File: config.mk
export PLATFORM = sky130hd
export DESIGN_NAME = pong_round_ctrl
export DESIGN_NICKNAME = d
export VERILOG_FILES = /design/src/rtl/pong_pkg.sv /design/src/rtl/pong_ball_step.sv /design/src/rtl/pong_round_ctrl.sv
export SDC_FILE = /design/constraint.sdc
export NUM_CORES = 1
export LEC_CHECK = 0
export ABC_AREA = 1
export CAP_MARGIN = 20
export CORE_AREA = 2 2 123 125
export DETAILED_ROUTE_END_ITERATION = 16
export DIE_AREA = 0 0 125 127
export GPL_ROUTABILITY_DRIVEN = 0
export PLACE_DENSITY_LB_ADDON = 0.08
export REMOVE_ABC_BUFFERS = 1
export SETUP_SLACK_MARGIN = 0.5
export SYNTH_ARGS = -nofsm -noshare
export SYNTH_HDL_FRONTEND = slang
export SYNTH_SLANG_ARGS = --single-unit
File: constraint.sdc
create_clock -name clk -period 7 [get_ports clk]
set_input_delay 1.05 -clock clk [delete_from_list [all_inputs] [get_ports clk]]
set_output_delay 1.05 -clock clk [all_outputs]
set_load 0.01 [all_outputs]
File: src/rtl/pong_pkg.sv
`default_nettype none
// ============================================================================
// Package     : pong_pkg
// Description : Shared state encodings, playfield geometry and winner codes
//               for the Pong round sequencer and its ball stepper.
// Revision    : 1.0 - initial release
// ============================================================================
package pong_pkg;

  // Round flow states; encodings 5-7 are unused and recover to IDLE.
  typedef enum logic [2:0] {
    ST_IDLE   = 3'd0,
    ST_SERVE  = 3'd1,
    ST_PLAY   = 3'd2,
    ST_SCORED = 3'd3,
    ST_OVER   = 3'd4
  } state_t;

  // Playfield geometry in pixels.
  localparam int SCREEN_W    = 640;
  localparam int SCREEN_H    = 480;
  localparam int BALL_SIZE   = 8;
  localparam int PADDLE_W    = 8;
  localparam int PADDLE_H    = 64;
  localparam int LEFT_PAD_X  = 16;
  localparam int RIGHT_PAD_X = 616;
  localparam int BALL_SPEED  = 2;

  // Ball rest position and bounce stops in native output widths.
  localparam logic [9:0] CENTRE_X   = 10'((SCREEN_W - BALL_SIZE) / 2);
  localparam logic [8:0] CENTRE_Y   = 9'((SCREEN_H - BALL_SIZE) / 2);
  localparam logic [8:0] MAX_Y      = 9'(SCREEN_H - BALL_SIZE);
  localparam logic [9:0] LEFT_STOP  = 10'(LEFT_PAD_X + PADDLE_W);
  localparam logic [9:0] RIGHT_STOP = 10'(RIGHT_PAD_X - BALL_SIZE);
  localparam logic [9:0] STEP_X     = 10'(BALL_SPEED);
  localparam logic [8:0] STEP_Y     = 9'(BALL_SPEED);

  // 11-bit copies so that sums used in comparisons never wrap.
  localparam logic [10:0] W_SPEED      = 11'(BALL_SPEED);
  localparam logic [10:0] W_SIZE       = 11'(BALL_SIZE);
  localparam logic [10:0] W_PAD_H      = 11'(PADDLE_H);
  localparam logic [10:0] W_SCREEN_W   = 11'(SCREEN_W);
  localparam logic [10:0] W_SCREEN_H   = 11'(SCREEN_H);
  localparam logic [10:0] W_LEFT_STOP  = 11'(LEFT_PAD_X + PADDLE_W);
  localparam logic [10:0] W_RIGHT_STOP = 11'(RIGHT_PAD_X - BALL_SIZE);

  // Winner output codes.
  localparam logic [1:0] WIN_NONE  = 2'b00;
  localparam logic [1:0] WIN_LEFT  = 2'b01;
  localparam logic [1:0] WIN_RIGHT = 2'b10;

endpackage : pong_pkg
`default_nettype wire

File: src/rtl/pong_ball_step.sv
`default_nettype none
// ============================================================================
// Module      : pong_ball_step
// Description : Registered ball position and direction. Moves one step per
//               enabled frame, bounces off the top/bottom walls and paddles,
//               and flags a miss when the ball leaves the left or right side.
// Revision    : 1.0 - initial release
// ============================================================================
module pong_ball_step
  import pong_pkg::*;
(
  input  logic       clk,
  input  logic       reset,
  input  logic       step,            // advance one frame (PLAY frame_tick)
  input  logic       centre,          // park the ball at the centre
  input  logic       load_dx,         // load the serve direction
  input  logic       serve_dx,        // 1 = right, 0 = left
  input  logic       toggle_dy,       // flip vertical direction for the next serve
  input  logic [8:0] left_paddle_y,
  input  logic [8:0] right_paddle_y,
  output logic [9:0] ball_x,
  output logic [8:0] ball_y,
  output logic [1:0] miss             // [0] left side (right scores), [1] right side (left scores)
);

  logic        dx;                    // 1 = moving right
  logic        dy;                    // 1 = moving down
  logic [9:0]  x_next;
  logic [8:0]  y_next;
  logic        dx_next;
  logic        dy_next;
  logic [10:0] x_w;
  logic [10:0] y_w;
  logic [10:0] lp_w;
  logic [10:0] rp_w;
  logic        hit_l;
  logic        hit_r;
  logic        out_l;
  logic        out_r;

  assign x_w  = {1'b0, ball_x};
  assign y_w  = {2'b00, ball_y};
  assign lp_w = {2'b00, left_paddle_y};
  assign rp_w = {2'b00, right_paddle_y};

  // The left test is written as x <= stop+speed so a ball near x=0 cannot underflow.
  assign hit_l = (x_w <= W_LEFT_STOP + W_SPEED) && (x_w >= W_LEFT_STOP) &&
                 (y_w + W_SIZE > lp_w) && (y_w < lp_w + W_PAD_H);
  assign hit_r = (x_w + W_SPEED >= W_RIGHT_STOP) && (x_w <= W_RIGHT_STOP) &&
                 (y_w + W_SIZE > rp_w) && (y_w < rp_w + W_PAD_H);
  assign out_l = (x_w < W_SPEED);
  assign out_r = (x_w + W_SIZE + W_SPEED > W_SCREEN_W);

  // A paddle hit takes priority over leaving the field.
  assign miss[0] = !dx && !hit_l && out_l;
  assign miss[1] =  dx && !hit_r && out_r;

  // Next position/direction: serve set-up first, then one frame of motion.
  always_comb begin
    x_next  = ball_x;
    y_next  = ball_y;
    dx_next = dx;
    dy_next = dy;
    if (centre) begin
      x_next = CENTRE_X;
      y_next = CENTRE_Y;
    end
    if (load_dx) begin
      dx_next = serve_dx;
    end
    if (toggle_dy) begin
      dy_next = ~dy;
    end
    if (step) begin
      if (dy) begin
        if (y_w + W_SIZE + W_SPEED >= W_SCREEN_H) begin
          y_next  = MAX_Y;
          dy_next = 1'b0;
        end else begin
          y_next = ball_y + STEP_Y;
        end
      end else if (y_w < W_SPEED) begin
        y_next  = '0;
        dy_next = 1'b1;
      end else begin
        y_next = ball_y - STEP_Y;
      end

      if (dx) begin
        if (hit_r) begin
          x_next  = RIGHT_STOP;
          dx_next = 1'b0;
        end else if (!out_r) begin
          x_next = ball_x + STEP_X;
        end
      end else begin
        if (hit_l) begin
          x_next  = LEFT_STOP;
          dx_next = 1'b1;
        end else if (!out_l) begin
          x_next = ball_x - STEP_X;
        end
      end
    end
  end

  // Ball state registers; reset parks the ball at the centre heading down-right.
  always_ff @(posedge clk) begin
    if (reset) begin
      ball_x <= CENTRE_X;
      ball_y <= CENTRE_Y;
      dx     <= 1'b1;
      dy     <= 1'b1;
    end else begin
      ball_x <= x_next;
      ball_y <= y_next;
      dx     <= dx_next;
      dy     <= dy_next;
    end
  end

endmodule : pong_ball_step
`default_nettype wire

File: src/rtl/pong_round_ctrl.sv
`default_nettype none
// ============================================================================
// Module      : pong_round_ctrl
// Description : Pong round sequencer. Runs IDLE/SERVE/PLAY/SCORED/OVER once
//               per video frame, keeps both scores and the winner, and drives
//               the ball stepper.
// Revision    : 1.0 - initial release
// ============================================================================
module pong_round_ctrl
  import pong_pkg::*;
#(
  parameter int SERVE_FRAMES = 60,
  parameter int WIN_SCORE    = 7
) (
  input  logic       clk,
  input  logic       reset,
  input  logic       frame_tick,
  input  logic       start,
  input  logic [8:0] LeftPaddleY,
  input  logic [8:0] RightPaddleY,
  output logic [9:0] BallX,
  output logic [8:0] BallY,
  output logic       BallVisible,
  output logic [3:0] ScoreL,
  output logic [3:0] ScoreR,
  output logic [2:0] State,
  output logic [1:0] Winner
);

  localparam int                CNT_W      = (SERVE_FRAMES > 1) ? $clog2(SERVE_FRAMES) : 1;
  localparam logic [CNT_W-1:0]  SERVE_LAST = CNT_W'(SERVE_FRAMES - 1);
  localparam logic [3:0]        WIN_PTS    = 4'(WIN_SCORE);

  state_t           state;
  state_t           state_n;
  logic [CNT_W-1:0] cnt;
  logic [CNT_W-1:0] cnt_n;
  logic [3:0]       score_l_n;
  logic [3:0]       score_r_n;
  logic [3:0]       inc_l;
  logic [3:0]       inc_r;
  logic [1:0]       winner_n;
  logic             scorer_left;       // who won the last point
  logic             scorer_left_n;
  logic             visible_n;
  logic             step;
  logic             centre;
  logic             load_dx;
  logic             serve_dx;
  logic             toggle_dy;
  logic [1:0]       miss;

  assign inc_l = ScoreL + 4'd1;
  assign inc_r = ScoreR + 4'd1;
  assign State = state;

  pong_ball_step u_ball (
    .clk            (clk),
    .reset          (reset),
    .step           (step),
    .centre         (centre),
    .load_dx        (load_dx),
    .serve_dx       (serve_dx),
    .toggle_dy      (toggle_dy),
    .left_paddle_y  (LeftPaddleY),
    .right_paddle_y (RightPaddleY),
    .ball_x         (BallX),
    .ball_y         (BallY),
    .miss           (miss)
  );

  // Round flow: next state, serve counter, scores and ball commands.
  always_comb begin
    state_n       = state;
    cnt_n         = cnt;
    score_l_n     = ScoreL;
    score_r_n     = ScoreR;
    winner_n      = Winner;
    scorer_left_n = scorer_left;
    step          = 1'b0;
    centre        = 1'b0;
    load_dx       = 1'b0;
    serve_dx      = 1'b1;
    toggle_dy     = 1'b0;
    case (state)
      ST_IDLE: begin
        centre = 1'b1;
        if (start) begin
          state_n = ST_SERVE;
          cnt_n   = '0;
        end
      end
      ST_SERVE: begin
        centre = 1'b1;
        if (frame_tick) begin
          if (cnt == SERVE_LAST) begin
            state_n = ST_PLAY;
          end else begin
            cnt_n = cnt + CNT_W'(1);
          end
        end
      end
      ST_PLAY: begin
        step = frame_tick;
        if (frame_tick && (miss != 2'b00)) begin
          state_n       = ST_SCORED;
          scorer_left_n = miss[1];
        end
      end
      ST_SCORED: begin
        if (frame_tick) begin
          // Recentre and aim the next serve at the player who lost the point.
          centre    = 1'b1;
          load_dx   = 1'b1;
          serve_dx  = scorer_left;
          toggle_dy = 1'b1;
          cnt_n     = '0;
          state_n   = ST_SERVE;
          if (scorer_left) begin
            score_l_n = inc_l;
            if (inc_l == WIN_PTS) begin
              state_n  = ST_OVER;
              winner_n = WIN_LEFT;
            end
          end else begin
            score_r_n = inc_r;
            if (inc_r == WIN_PTS) begin
              state_n  = ST_OVER;
              winner_n = WIN_RIGHT;
            end
          end
        end
      end
      ST_OVER: begin
        if (start) begin
          state_n   = ST_SERVE;
          cnt_n     = '0;
          score_l_n = '0;
          score_r_n = '0;
          winner_n  = WIN_NONE;
          centre    = 1'b1;
          load_dx   = 1'b1;
          serve_dx  = 1'b1;
        end
      end
      default: begin
        state_n = ST_IDLE;
      end
    endcase
    visible_n = (state_n == ST_SERVE) || (state_n == ST_PLAY);
  end

  // Round state registers.
  always_ff @(posedge clk) begin
    if (reset) begin
      state       <= ST_IDLE;
      cnt         <= '0;
      ScoreL      <= '0;
      ScoreR      <= '0;
      Winner      <= WIN_NONE;
      scorer_left <= 1'b0;
      BallVisible <= 1'b0;
    end else begin
      state       <= state_n;
      cnt         <= cnt_n;
      ScoreL      <= score_l_n;
      ScoreR      <= score_r_n;
      Winner      <= winner_n;
      scorer_left <= scorer_left_n;
      BallVisible <= visible_n;
    end
  end

endmodule : pong_round_ctrl
`default_nettype wire

Yosys cells after proc, flatten, opt, wreduce, memory -nomap -nowiden

Cells that the tools add are included.

Register bits after elaboration: 42
Input port bits: 22
Output and inout bits: 33
Word-level logic and storage cells: 140

Add/sub/neg operators: 14
$lt $le $gt $ge: 12
Eq/ne operators: 18
Mux-type cells: 57
Bitwise operators: 1
Reductions and logical operators: 27

Operators by type and width:

| cell                                                                 | number |
|---|---|
| 2-to-1 mux 10 bit                                                    | 7 |
| 2-to-1 mux 9 bit                                                     | 5 |
| 2-to-1 mux 3 bit                                                     | 8 |
| 2-to-1 mux 6 bit                                                     | 4 |
| adder 11 x 2 -> 11 bit (second input constant)                       | 2 |
| greater-than comparator 11 x 9 -> 1 bit                              | 2 |
| less-than comparator 9 x 11 -> 1 bit                                 | 2 |
| adder 9 x 7 -> 10 bit (second input constant)                        | 2 |
| 2-to-1 mux 4 bit                                                     | 5 |
| case mux 6 bit (3 select lines)                                      | 1 |
| 2-to-1 mux 1 bit                                                     | 16 |
| case mux 4 bit (2 select lines)                                      | 2 |
| inequality test 2 bit (second input constant)                        | 6 |
| case mux 3 bit (4 select lines)                                      | 1 |
| adder 10 x 2 -> 11 bit (second input constant)                       | 1 |
| adder 10 x 4 -> 11 bit (second input constant)                       | 1 |
| greater-or-equal comparator 11 x 10 -> 1 bit (second input constant) | 1 |
| greater-or-equal comparator 11 x 9 -> 1 bit (second input constant)  | 1 |
| greater-than comparator 11 x 10 -> 1 bit (second input constant)     | 1 |
| logical AND 1 bit                                                    | 11 |
| adder 10 x 2 -> 10 bit (second input constant)                       | 1 |
| adder 9 x 4 -> 10 bit (second input constant)                        | 1 |
| greater-or-equal comparator 10 x 5 -> 1 bit (second input constant)  | 1 |
| <= comparator 10 bit (second input constant)                         | 1 |
| other kinds (29)                                                     | 46 |

Longest topological paths before layout

Gate-level depths: netlist (run 1).

Word-level depth: 14
Mapped depth: 21
Mapped depth without buffers: 21

Hierarchy

A second synthesis (run 1) with hierarchy kept.

Cells, all modules: 704
Area, all modules: 4409.2 um2

Modules (own cells, without submodules):

| module          | times used | cells an instance | area an instance (um2) | seq. area each (um2) |
|---|---|---|---|---|
| pong_ball_step  | 1          | 532               | 3226.8                 | 400.4 |
| pong_round_ctrl | 1          | 172               | 1182.4                 | 420.4 |

Worst setup path after synthesis (run 1)

Ideal clock, no wire load.

Path kind: input -> register
From: input LeftPaddleY[6]
To: register u_ball.ball_x[2]
Setup time: 133 ps
Data arrival time: 2532 ps
Required time: 6867 ps
Setup slack: 4334 ps
Stages: 15
Path buffers: 0
Path through: ha_1 > xnor2_1 > ha_1 > nand2_1 > inv_1 > o21ai_0 > nand2_1 > nor2_1 > nand4_2 > nand2_1 > inv_1 > nand2_1 > a21oi_1 > nand2_1 > nand3_1

Word-level cells in the longest chain between the ends: 6
Elaborated cells on any way between the ends: 8
Classes of those cells: add/sub (1); order compare (2); mux (3); reduce/logical (2)

RTL lines:

| item                                                                             | line                                       | text |
|---|---|---|
| start: declaration                                                               | pong_round_ctrl.sv:19                      | `input logic [8:0] LeftPaddleY,` |
| adder 9 x 7 -> 10 bit or greater-than comparator 11 x 9 -> 1 bit (tied branches) | pong_ball_step.sv:48                       | `(y_w + W_SIZE > lp_w) && (y_w < lp_w + W_PAD_H);` |
| less-than comparator 9 x 11 -> 1 bit or logical AND 1 bit (tied branches)        | pong_ball_step.sv:48, pong_ball_step.sv:47 |  |
| logical AND 1 bit (*)                                                            | pong_ball_step.sv:48                       |  |
| 2-to-1 mux 10 bit (*)                                                            | pong_ball_step.sv:97                       | `if (hit_l) begin` |
| 2-to-1 mux 10 bit (*)                                                            | pong_ball_step.sv:89                       | `if (dx) begin` |
| 2-to-1 mux 10 bit (*)                                                            | pong_ball_step.sv:74                       | `if (step) begin` |
| end signal: assignment                                                           | pong_ball_step.sv:115                      | `ball_x <= x_next;` |
| end: declaration                                                                 | pong_ball_step.sv:21                       | `output logic [9:0] ball_x,` |

Mark *: on every way between the ends. The rest lies on a longest branch, timed or not.
A chain may end at the register's enable or synchronous reset.

Final worst setup path (run 1)

From: input LeftPaddleY[6]
To: register BallVisible

Word-level cells in the longest chain between the ends: 12
Elaborated cells on any way between the ends: 15
Classes of those cells: add/sub (1); order compare (2); eq/ne (2); mux (2); reduce/logical (8)

RTL lines:

| item                                                                             | line                                       | text |
|---|---|---|
| adder 9 x 7 -> 10 bit or greater-than comparator 11 x 9 -> 1 bit (tied branches) | pong_ball_step.sv:48                       |  |
| less-than comparator 9 x 11 -> 1 bit or logical AND 1 bit (tied branches)        | pong_ball_step.sv:48, pong_ball_step.sv:47 |  |
| logical AND 1 bit (*)                                                            | pong_ball_step.sv:48                       |  |
| logical NOT 1 bit (*)                                                            | pong_ball_step.sv:55                       | `assign miss[0] = !dx && !hit_l && out_l;` |
| logical AND 1 bit (*) (2 in series)                                              | pong_ball_step.sv:55                       |  |
| nonzero test 2 bit (*)                                                           | pong_round_ctrl.sv:105                     | `if (frame_tick && (miss != 2'b00)) begin` |
| logical AND 1 bit (*)                                                            | pong_round_ctrl.sv:105                     |  |
| 2-to-1 mux 3 bit (*)                                                             | pong_round_ctrl.sv:105                     |  |
| case mux 3 bit (4 select lines) (*)                                              | pong_round_ctrl.sv:85                      | `case (state)` |
| equality test 3 x 1 -> 1 bit or equality test 3 x 2 -> 1 bit (tied branches)     | pong_round_ctrl.sv:150                     | `visible_n = (state_n == ST_SERVE) \|\| (state_n == ST_PLAY);` |
| logical OR 1 bit (*)                                                             | pong_round_ctrl.sv:150                     |  |
| end signal: assignment                                                           | pong_round_ctrl.sv:170                     | `BallVisible <= visible_n;` |
| end: declaration                                                                 | pong_round_ctrl.sv:23                      | `output logic BallVisible,` |

Marked as above.

==> out/qor.csv, run 1 <==
metric,value,unit
period_needed,3160,ps
async_flop_share,0,
rsz0062_at_grt,no,
postCtsSetupRepairBufs,0,
rows,44,
grt_start_max_net_pins,23,
synthCells,669,
hold_ws,481,ps
most-common-layout-cells,"nand2_1 (153), inv_1 (105), nor2_1 (59)",
fmax,0.317,GHz
antenna_found_initial,0,
hold_violations,0,
hold_path_class,reg -> reg,
dr.pass1.iters,5,
hpwl,9560,um
r2r_slack,4130,ps
dp_slack,3520,ps
cts-resized-gates,0,
finClkSkew,7.24,ps
worst_slew_pin_slew,635,ps
synth_edf_count,0,
drc,0,
pin_count,55,
wl_per_cell,13.8,um
cts_buffers,5,
syn_avg_cell_area,6.37,sq um
startpoint_type,input pin,
cts_tree,yes,
cts_buffer_depth,2,
arrival,3340,ps
slew_headroom,0.572,
synth_warnings,0,
max-vdd-ir-drop,0.0000862,V
layout_worst_path_cycle_share,0.451,
synthDistinctLibCells,46,
n_fill_cell,1601,
via_per_inst,4.73,
ff2ff_path_depth,18,
drv_slew,0,
layout_commonest_cell,nand2_1,
fin_ws,3840,ps
static-leakage-power,2.32,nW
synth-main-ff-cell,dfxtp_1,
crit_start,LeftPaddleY[6],
initial_utilization,0.295,
r2r-start,u_ball.ball_y[3],
setup_viol,0,
h-tree-depth,2,
holdBufCountCts,0,
die_h,127,um
seq_area_frac_synth,0.193,
synth_area,4260,sq um
die_area,15900,sq um
drv_cap,0,
cts_root_buf,clkbuf_16,
grt_pass1_wl,20600,um
port-buffer-count,53,
crit_type,in -> reg,
worstSkewPairLatency,290,ps
drtIter0Drc,193,
fin_tns_setup,0,ps
drive_above_1_share,0.0825,
worst_r2r_endpoint,u_ball.ball_x[1],
area_delta_synth_final,19.6,%
globalRouteTotalUtil,0.157,
wirelength,12400,um
holdPathStages,1,
clock_sinks,41,
power_density,115,nW/um^2
clk_pin_slew,60,ps
nets,778,
crit_fanout,4,
final_antenna_net_count,0,
endpoint,BallVisible,
synth_seq_cells,41,
grt_pass1_vias,4201,
die_w,125,um
vias,4251,
overflow,0,
cp-end-kind,register,
core,14400,sq um
status,"finished, final reports clean",
n_antenna_cell,0,
cp_data_required_time,7180,ps
## cell usage after synthesis (2+ instances only)
library cell  count  share of area
nand2_1         153           0.13
inv_1           105          0.092
nor2_1           59          0.052
nand3_1          58          0.068
a21oi_1          42          0.049
ha_1             42           0.12
dfxtp_1          41           0.19
o21ai_0          27          0.032
xor2_1           18          0.037
nand4_1          12          0.018
nand2_2          10          0.015
nor3_1            9          0.011
buf_4             8          0.014
o211ai_1          8          0.014
nand3_2           7          0.016
nor2_4            6          0.016
xnor2_1           6          0.012
clkbuf_1          5         0.0044
inv_2             5         0.0044
nor2_2            5         0.0073
a211oi_1          4         0.0070
a31oi_1           3         0.0044
nand2_4           3         0.0079
o21ai_1           3         0.0035
o22ai_1           3         0.0044
a21oi_2           2         0.0041
buf_2             2         0.0023
buf_6             2         0.0053
nor3_2            2         0.0047
nor3b_1           2         0.0035
or2_2             2         0.0029
## worst min-delay path by stage
stage | startpoint | to | slack (ps)
floorplan | cnt[4] | cnt[4] | 440
global placement | cnt[4] | cnt[4] | 460
detailed placement | cnt[4] | cnt[4] | 480
CTS | cnt[4] | cnt[4] | 490
global route | cnt[3] | cnt[4] | 510
finish | cnt[4] | cnt[4] | 480
## sequential cells by signal, summed over array words and instances, names as in the netlist
| name | count |
|---|---|
| u_ball.ball_x | 10 |
| u_ball.ball_y | 8 |
| cnt | 6 |
| ScoreL | 4 |
| ScoreR | 4 |
| State | 3 |
| Winner | 2 |
| BallVisible | 1 |
| scorer_left | 1 |
| u_ball.dx | 1 |
| u_ball.dy | 1 |
## metal layers
metal | up-vias | global-route usage | share of wire
met3 | 9 | 0.0230 | 0.041
met4 | 0 | 0.0379 | 0.013
met1 | 1906 | 0.218 | 0.50
met5 | - | 0 | 0
met2 | 79 | 0.256 | 0.45
li1 | 2257 | - | -
## critical path, stage by stage
cell	delay [ps]
clkdlybuf4s50_1	490
ha_1	250
xnor2_1	130
ha_1	290
nand2_1	70
inv_1	30
o21ai_0	140
nand2_1	70
nor2_1	120
nand4_2	210
nand3_2	140
nand2_2	60
nand2_2	80
nand2_2	50
nor2_1	120
nor2_2	50
## cell families (layout without fill, tap and decap cells)
logic type,Yosys count,count (layout),synth area share
AOI/OAI and AO/OA,97,97,0.129
xor gates and xnor gates,25,25,0.0531
adders and majority gates,42,42,0.123
buffers and inverters,128,174,0.124
DFF,41,41,0.193
other,1,1,0.000880
and+or+nand+nor,335,335,0.376
## per-stage QoR
stage,total power [mW],area [sq um],utilization,cells
global placement,0.312,4930,0.342,891
finish,0.587,5100,0.353,899
detailed placement,0.313,4930,0.342,891
CTS,0.595,5100,0.353,899
global route,0.612,5100,0.353,899
floorplan,0.285,4150,-,652
## where the power goes
group | switching, mW | internal (mW) | total [mW]
Sequential | 0.00203 | 0.236 | 0.238
Combinational | 0.0373 | 0.0319 | 0.0692
Clock | 0.102 | 0.179 | 0.281
## area by class of cell
type	count	area, sq um	share of cell area
repair buffers	55	546	0.107
clock inverters	1	30.0	0.00589
multi-input cells	500	2910	0.571
well taps	184	230	0.0452
inverters	111	419	0.0822
clock buffers	7	143	0.0280
flip-flops and latches	41	821	0.161
No activity file was read; power rests on OpenSTA's default activity.
==> run 2: changes to the inputs <==
- clock period: 7 -> 2.6 ns (I/O delays scaled with it)
==> run 2 against run 1 <==
Against the previous run:
- global-route usage increased by 0.66 points
- sequential cell count unchanged
- critical path type is now reg -> reg
- non-clock buffer count increased by 31
- die area unchanged
- clock-buffer cell count increased by 1
- combinational power increased to 3.0 times the previous value
- setup slack got worse by 3500 ps
- register-to-register slack got worse by 3800 ps
==> out/qor.csv, run 2 (synthesized netlist as in run 1, its figures left out) <==
metric,value,unit
cts_root_buf,clkbuf_16,
arrival,2510,ps
vias,4482,
grt_pass1_vias,4417,
nets,809,
largest_reg_flops,10,
n_fill_cell,1550,
final_antenna_net_count,0,
hold_violations,0,
crit_fanout,5,
cp_data_required_time,2830,ps
worstSkewPairLatency,290,ps
finClkSkew,5.52,ps
setup_viol,0,
layout_worst_path_cycle_share,0.878,
pin_count,55,
swShare,0.253,
seqCellArea,840,sq um
rsz0062_at_grt,yes,
wl_per_cell,13.7,um
die_h,127,um
drv_cap,0,
port-buffer-count,53,
initial_utilization,0.295,
p_int,1.09,mW
dr.pass1.iters,4,
startpoint_type,register,
biggestRegsByFlops,"u_ball.ball_x: 10 flops, u_ball.ball_y: 8 flops, cnt: 6 flops",
period_needed,2280,ps
grt_start_max_net_pins,22,
switching_power,369,uW
n_antenna_cell,0,
multi_input_comb_area,3200,sq um
holdBufCountCts,0,
crit_type,reg -> reg,
grt_pass1_wl,21600,um
fin_ws,317,ps
worst_slew_pin_slew,613,ps
clk_pin_slew,60,ps
die_w,125,um
clock_sinks,41,
layout_commonest_cell,nand2_1,
die_area,15900,sq um
combPwrFrac,0.144,
h-tree-depth,2,
overflow,0,
cts_buffers,5,
via_per_inst,4.82,
seq_power_share,0.437,
regMostFlops,u_ball.ball_x,
drc,0,
max-vdd-ir-drop,0.000251,V
cp-end-kind,register,
rows,44,
drive_above_1_share,0.192,
hold_ws,484,ps
p_clk_frac,0.419,
fmax,0.438,GHz
status,"finished, final reports clean",
antenna_found_initial,0,
drv_slew,0,
core,14400,sq um
static-leakage-power,2.49,nW
wirelength,12800,um
fin_tns_setup,0,ps
power_density,260,nW/um^2
dp_slack,-193,ps
drtIter0Drc,226,
hold_path_class,reg -> reg,
hpwl,9960,um
cts_buffer_depth,2,
cts_tree,yes,
slew_headroom,0.589,
globalRouteTotalUtil,0.163,
most-common-layout-cells,"nand2_1 (143), inv_1 (98), nand3_1 (55)",
area_delta_synth_final,31.9,%
## run 2: cell types whose count changed in the layout (fill, tap and decap cells not counted), sizes merged
cell / before / now
clkdlybuf4s50: 53 / 48
buf: 2 / 33
dlymetal6s2s: 0 / 2
clkbuf: 7 / 8
bufinv: 1 / 0
dlygate4sd2: 0 / 3
## run 2: area by class of cell
type | count | share of cell area
clock buffer | 8 | 0.0243
timing repair buffer | 86 | 0.141
tap | 184 | 0.0410
sequential | 41 | 0.149
multi-input combinational | 500 | 0.569
inverter | 111 | 0.0755
## run 2: repair_timing
action	4_1_cts	5_1_grt
endpoints found under the setup margin	18	20
resized for setup	50	34
pin swaps	24	14
cloned	0	0
setup buffers	3	2
## run 2: per-stage QoR
step / util / power, mW / cells / cell area (sq um)
after CTS: 0.380 / 1.48 / 928 / 5470
after floorplan: - / 0.766 / 652 / 4150
after detailed placement: 0.355 / 0.850 / 917 / 5120
after global placement: 0.355 / 0.846 / 917 / 5120
final: 0.390 / 1.46 / 930 / 5620
after global routing: 0.390 / 1.54 / 930 / 5620
## run 2: routing by layer
layer	GRT usage	part of all wire	vias to the layer above
met5	0	0	-
met4	0.0405	0.012	0
met3	0.0188	0.039	12
met2	0.285	0.46	94
met1	0.215	0.48	2056
li1	-	-	2320
## run 2: critical path: stages, from the launching register on
cell and delay [ps]:
dfxtp_4 370, ha_4 180, nand2_4 90, inv_4 50, nand2_4 50, nand2_2 60, nand2_4 80, inv_4 50
ha_4 260, nand2_2 40, inv_2 40, nand4_1 60, nand3b_1 90, nand2_1 50, nor2_1 100, nand3_2 170
buf_6 170, nand2_1 60, nand2_1 50, nand3_1 70, nand2_1 50, nand2_1 60
## run 2: worst paths after layout
kind | startpoint | end | slack (ps) | depth (start not counted)
max reg2reg | u_ball.ball_y[4] | u_ball.ball_x[5] | 320 | 21
max | u_ball.ball_y[4] | u_ball.ball_x[5] | 320 | 21
min reg2reg | cnt[4] | cnt[4] | 480 | 1
min | cnt[4] | cnt[4] | 480 | 1
## run 2: power groups by stage
stage,sequential (mW),combinational [mW],clock [mW]
final,0.637,0.210,0.611
after global routing,0.638,0.242,0.658
after CTS,0.637,0.210,0.635
after detailed placement,0.654,0.195,0
after global placement,0.655,0.191,0
after floorplan,0.655,0.112,0
